$ cat src/rtl/res_cmd_sequencer.sv
// Resistor command sequencer: parses UART frames, shadows each code in RAM and optionally sends it over SPI.
// Optional RES_CMD_CHECKSUM_EN adds a third frame byte (byte0 ^ byte1) checked in a GET_CSUM state.
module res_cmd_sequencer #(
  parameter int unsigned TIMEOUT_CYC  = 1_000_000,
  parameter int unsigned SPI_ACK_CYC  = 16,
  parameter bit          REVERSE_BITS = 1'b1,
  parameter logic [3:0]  HDR_NIBBLE   = 4'hA
) (
  input  logic       clk,
  input  logic       reset,
  input  logic [7:0] rx_data,
  input  logic       rx_valid,
  output logic       ram_cs,
  output logic       ram_rw,
  output logic [7:0] ram_addr,
  output logic [7:0] ram_din,
  output logic [9:0] spi_data,
  output logic       spi_start,
  input  logic       spi_busy,
  output logic       frame_ok,
  output logic       frame_err,
  output logic [7:0] err_cnt,
  output logic       busy
);

  localparam int unsigned TMR_MAX = (TIMEOUT_CYC > SPI_ACK_CYC) ? TIMEOUT_CYC : SPI_ACK_CYC;
  localparam int unsigned TMR_W   = $clog2(TMR_MAX + 1);
  localparam logic [TMR_W-1:0] TMO_LAST = TMR_W'(TIMEOUT_CYC);
  localparam logic [TMR_W-1:0] ACK_LAST = TMR_W'(SPI_ACK_CYC - 1);

  typedef enum logic [3:0] {
    S_IDLE      = 4'd0,
    S_GET_CODE  = 4'd1,
`ifdef RES_CMD_CHECKSUM_EN
    S_GET_CSUM  = 4'd2,
`endif
    S_RAM_WR    = 4'd3,
    S_SPI_START = 4'd4,
    S_SPI_ACK   = 4'd5,
    S_SPI_WAIT  = 4'd6,
    S_DONE      = 4'd7,
    S_ERR       = 4'd8
  } state_t;

  state_t           state, state_n;
  logic [7:0]       rx_byte;
  logic             hdr_bad;
  logic [1:0]       ch_q;
  logic             apply_q;
  logic [7:0]       code_q;
  logic [7:0]       wr_code;
  logic [TMR_W-1:0] tmr;
  logic             timed_state;
  logic             drop_byte;
`ifdef RES_CMD_CHECKSUM_EN
  logic [7:0]       hdr_q;
  logic             csum_ok;
`endif

  always_comb begin
    rx_byte = rx_data;
    if (REVERSE_BITS) begin
      for (int unsigned i = 0; i < 8; i++) begin
        rx_byte[i] = rx_data[3'(7 - i)];
      end
    end
  end

  assign hdr_bad = (rx_byte[7:4] != HDR_NIBBLE) || rx_byte[3];

`ifdef RES_CMD_CHECKSUM_EN
  assign csum_ok = (rx_byte == (hdr_q ^ code_q));
  assign wr_code = code_q;
`else
  // Without a checksum the write is entered on the code strobe itself, before code_q is loaded.
  assign wr_code = (state == S_GET_CODE) ? rx_byte : code_q;
`endif

  assign timed_state = (state == S_GET_CODE) || (state == S_SPI_ACK)
`ifdef RES_CMD_CHECKSUM_EN
                    || (state == S_GET_CSUM)
`endif
                    ;

  assign drop_byte = rx_valid && (state inside {S_RAM_WR, S_SPI_START, S_SPI_ACK,
                                                S_SPI_WAIT, S_DONE, S_ERR});

  // State register
  always_ff @(posedge clk) begin
    if (!reset) state <= S_IDLE;
    else        state <= state_n;
  end

  // Next-state logic
  always_comb begin
    state_n = state;
    case (state)
      S_IDLE: begin
        if (rx_valid) state_n = hdr_bad ? S_ERR : S_GET_CODE;
      end
      S_GET_CODE: begin
`ifdef RES_CMD_CHECKSUM_EN
        if (rx_valid)             state_n = S_GET_CSUM;
`else
        if (rx_valid)             state_n = S_RAM_WR;
`endif
        else if (tmr == TMO_LAST) state_n = S_ERR;
      end
`ifdef RES_CMD_CHECKSUM_EN
      S_GET_CSUM: begin
        if (rx_valid)             state_n = csum_ok ? S_RAM_WR : S_ERR;
        else if (tmr == TMO_LAST) state_n = S_ERR;
      end
`endif
      S_RAM_WR:    state_n = apply_q ? S_SPI_START : S_DONE;
      S_SPI_START: state_n = S_SPI_ACK;
      S_SPI_ACK: begin
        if (spi_busy)             state_n = S_SPI_WAIT;
        else if (tmr == ACK_LAST) state_n = S_ERR;
      end
      S_SPI_WAIT: begin
        if (!spi_busy) state_n = S_DONE;
      end
      S_DONE:  state_n = S_IDLE;
      S_ERR:   state_n = S_IDLE;
      default: state_n = S_IDLE;
    endcase
  end

  // Output decode
  always_comb begin
    ram_cs    = 1'b1;
    ram_rw    = 1'b0;
    spi_start = 1'b0;
    frame_ok  = 1'b0;
    frame_err = 1'b0;
    busy      = (state != S_IDLE);
    case (state)
      S_RAM_WR: begin
        ram_cs = 1'b0;
        ram_rw = 1'b1;
      end
      S_SPI_START: spi_start = 1'b1;
      S_DONE:      frame_ok  = 1'b1;
      S_ERR:       frame_err = 1'b1;
      default: ;
    endcase
  end

  // Timer restarts on every state change, so each byte or ack wait gets its own window.
  always_ff @(posedge clk) begin
    if (!reset)                tmr <= '0;
    else if (state_n != state) tmr <= '0;
    else if (timed_state)      tmr <= tmr + 1'b1;
  end

  always_ff @(posedge clk) begin
    if (!reset) begin
      ch_q    <= '0;
      apply_q <= 1'b0;
      code_q  <= '0;
`ifdef RES_CMD_CHECKSUM_EN
      hdr_q   <= '0;
`endif
    end else begin
      if ((state == S_IDLE) && rx_valid && !hdr_bad) begin
        ch_q    <= rx_byte[1:0];
        apply_q <= rx_byte[2];
`ifdef RES_CMD_CHECKSUM_EN
        hdr_q   <= rx_byte;
`endif
      end
      if ((state == S_GET_CODE) && rx_valid) code_q <= rx_byte;
    end
  end

  always_ff @(posedge clk) begin
    if (!reset) begin
      ram_addr <= '0;
      ram_din  <= '0;
      spi_data <= '0;
    end else begin
      if ((state_n == S_RAM_WR) && (state != S_RAM_WR)) begin
        ram_addr <= {6'b0, ch_q};
        ram_din  <= wr_code;
      end
      if (state_n == S_SPI_START) spi_data <= {ch_q, code_q};
    end
  end

  // A frame error and a dropped byte in the same cycle count once.
  always_ff @(posedge clk) begin
    if (!reset) begin
      err_cnt <= '0;
    end else if (((state == S_ERR) || drop_byte) && (err_cnt != 8'hFF)) begin
      err_cnt <= err_cnt + 8'd1;
    end
  end

endmodule
$ cat config.mk
export PLATFORM = sky130hd
export DESIGN_NAME = res_cmd_sequencer
export DESIGN_NICKNAME = d
export VERILOG_FILES = /design/src/rtl/res_cmd_sequencer.sv
export SDC_FILE = /design/constraint.sdc
export NUM_CORES = 1
export LEC_CHECK = 0
export CAP_MARGIN = 20
export CORE_MARGIN = 2
export CORE_UTILIZATION = 40
export CTS_BUF_LIST = sky130_fd_sc_hd__clkbuf_2
export DETAILED_ROUTE_END_ITERATION = 16
export SETUP_SLACK_MARGIN = 0.4
export SYNTH_ARGS = -nofsm -noshare
export SYNTH_HDL_FRONTEND = slang
export SYNTH_SLANG_ARGS = --single-unit
$ cat constraint.sdc
create_clock -name clk -period 3.67 [get_ports clk]
set_input_delay 0.734 -clock clk [delete_from_list [all_inputs] [get_ports clk]]
set_output_delay 0.734 -clock clk [all_outputs]
set_load 0.005 [all_outputs]
==> impl_metrics.py <==
metrics = {
    "pwr": {
        "p_sw_share_pct": 25.91,
        "switchingPower_uw": 305.3,
        "ir_drop_mv": 0.2153,
        "seq_power_share_pct": 58.7,
        "pwr_density_cell_mw_per_mm2": 334.7,
        "intPower_uw": 873.1,
        "cellLeakagePower_nw": 1.194,
        "p_comb_share_pct": 5.3,
        "power_frac_clock_pct": 36.0,
    },
    "route": {
        "route.met2.wl_um": 2810,
        "avgViaCountPerCell": 4.923,
        "drt_iter0_drc": 82,
        "dr.pass1.iters": 4,
        "highest_layer": "met4",
        "drc": 0,
        "wl_met3_um": 249,
        "wl_per_cell_um": 12.37,
        "totalWireLength_um": 6097,
        "postRouteAntennaNets": 0,
        "drt-met1-wl_um": 2964,
        "route.vias.total": 2427,
    },
    "logic_synthesis": {
        "synth_edf_count": 0,
        "async_reset_ff_share_pct": 0,
        "syn_area_sq_mm": 0.002908,
        "synth_top_flop_cell": "dfxtp_1",
        "synth_cell_types": 52,
        "yosysTopAreaCellShare_pct": 43.37,
        "yosysWarnings": 0,
        "synth_area_leaders": "dfxtp_1, nand2_1, nor2_1",
        "synth_seq_cells": 63,
        "yosysTopAreaCell": "dfxtp_1",
        "synth-seq-area-share_pct": 43.37,
        "avgSynthCellArea_sq_um": 8.380,
        "synthCells": 347,
    },
    "critical_path": {
        "crit_arrival_ps": 2030,
        "critPathKind": "register to output port",
        "worstPathMaxFanout": 16,
        "cp-end-kind": "output port",
        "start_kind": "register",
        "crit_required_ps": 2940,
    },
    "die": {
        "core.rowCount": 31,
        "io_pins": 52,
        "die_x_um": 89.26,
        "die_h_um": 89.26,
        "dieArea_sq_mm": 0.007967,
        "core_sq_mm": 0.007137,
        "start_util_pct": 40.74,
    },
    "global_routing": {
        "grt_pass1_wl_um": 9894,
        "overflow": 0,
        "grt_pass1_vias": 2142,
        "antenna_found_initial": 0,
        "grt_max_degree": 32,
        "grt.total_usage_pct": 16.25,
    },
    "clock_tree": {
        "numClockSinks": 63,
        "numCtsBuffers": 9,
        "worst_skew_pair.late_latency_ps": 500,
        "cts_resized": 0,
        "htreeDepth": 3,
        "cts_tree": "done",
        "postCtsSetupBuffers": 0,
        "cts-root-buf": "clkbuf_2",
        "cts_hold_buf": 0,
        "path_clk_slew_ps": 180,
        "clockBufferDepth": 2,
    },
    "place": {
        "placedInstanceArea_sq_mm": 0.003403,
        "numPortBuffers": 45,
        "gp_congestion": 0.8262,
        "dp_hpwl_um": 4353,
    },
    "timing": {
        "fin_worst_skew_ps": 25.87,
        "min_period_ps": 2762,
        "slew_violations": 0,
        "worstMarginPinSlew_ps": 972.1,
        "relSlewSlack_pct": 35.12,
        "report.final.hold_viol_count": 0,
        "worst_hold_slack_ps": 465.8,
        "finalSetupTns_ps": 0,
        "setup_viol_count_final": 0,
        "fin_crit_sh_pct": 75.25,
        "fmax_mhz": 362.1,
        "rsz0062_at_grt": "no",
    },
    "run": {
        "maxCapViolations": 0,
    },
    "outcome": {
        "status": "finished clean",
    },
    "finish": {
        "fin_area_sq_mm": 0.003521,
        "fin_nets": 404,
        "drive_gt1_share_pct": 7.868,
        "layout_common_cells": "nand2_1, dfxtp_1, clkdlybuf4s50_1",
        "final_util_pct": 49.33,
        "final_common_cell": "nand2_1",
        "area_growth_pct": 21.08,
        "n_antenna_cell": 0,
        "fillCellCount": 726,
    },
    "worst_hold_path": {
        "hp-class": "register to register",
    },
}
[synthesized netlist by cell type (5+ instances only)]
master / number
nand2_1: 70
dfxtp_1: 63
nor2_1: 42
a21oi_1: 27
xor2_1: 17
nand3_1: 14
clkbuf_1: 11
mux2i_1: 10
xnor2_1: 9
buf_4: 8
inv_1: 7
nand4_1: 7
nor2b_1: 5
[final timing paths]
check | slack [ps] | start | cells past startpoint | endpoint
setup / recovery | 910 | state[0]$_SDFF_PN0_ | 2 | frame_err
hold / removal | 470 | ram_din[6]$_SDFFE_PN0P_ | 2 | ram_din[6]$_SDFFE_PN0P_
setup reg to reg | 1130 | tmr[9]$_SDFFE_PP0P_ | 6 | spi_data[6]$_SDFFE_PN0N_
hold reg to reg | 470 | ram_din[6]$_SDFFE_PN0P_ | 2 | ram_din[6]$_SDFFE_PN0P_
[final cells by class]
class / count / area (sq um) / area share (%)
multi-input combinational: 260 / 1519 / 43.14
clock buffer: 9 / 45.04 / 1.279
inverter: 7 / 26.28 / 0.7463
clock inverter: 7 / 72.57 / 2.061
sequential: 63 / 1261 / 35.82
tap: 99 / 123.9 / 3.518
timing repair buffer: 48 / 473.0 / 13.43
[state kept, by name, indices dropped and copies added (netlist names)]
name and flops:
spi_data 10, ram_din 8, state 4, apply_q 1, err_cnt 8, tmr 20
ch_q 2, ram_addr 2, code_q 8
[metrics by stage]
stage                     cells  setup WS [ps]  total power, mW
after floorplan             352           1407           0.7431
after global placement      477          696.4           0.7690
after detailed placement    477          615.5           0.7690
final                       493          908.3            1.178
after global routing        493          764.7            1.232
after CTS                   493          858.1            1.199
[per-layer routing]
layer | vias to the layer above | GRT usage, %
li1 | 1250 | -
met5 | - | 0
met1 | 1125 | 20.41
met4 | 0 | 7.870
met3 | 8 | 3.416
met2 | 44 | 26.53
[kinds of logic (layout without fill, tap and decap cells)]
group	Yosys count	after routing	synth area share, %
mux	11	11	3.830
compound gates	42	42	9.122
xor+xnor	26	26	7.831
flops	63	63	43.37
simple gates	172	172	29.39
buf+inv	29	71	5.035
fa+ha+maj	3	3	1.291
other cells	1	6	0.1290
[critical path, cell delays in order (launching register included)]
cell and delay, ps:
dfxtp_1 500, nor4b_1 450, clkdlybuf4s50_1 600
[power groups by stage]
stage / combinational [mW] / sequential (mW) / clock [mW]
detailed placement: 0.0630 / 0.706 / 0
global placement: 0.0631 / 0.706 / 0
finish: 0.0626 / 0.692 / 0.424
global route: 0.0699 / 0.693 / 0.469
CTS: 0.0634 / 0.692 / 0.443
floorplan: 0.0391 / 0.704 / 0
Note: power is estimated with default switching activity, not from simulation.
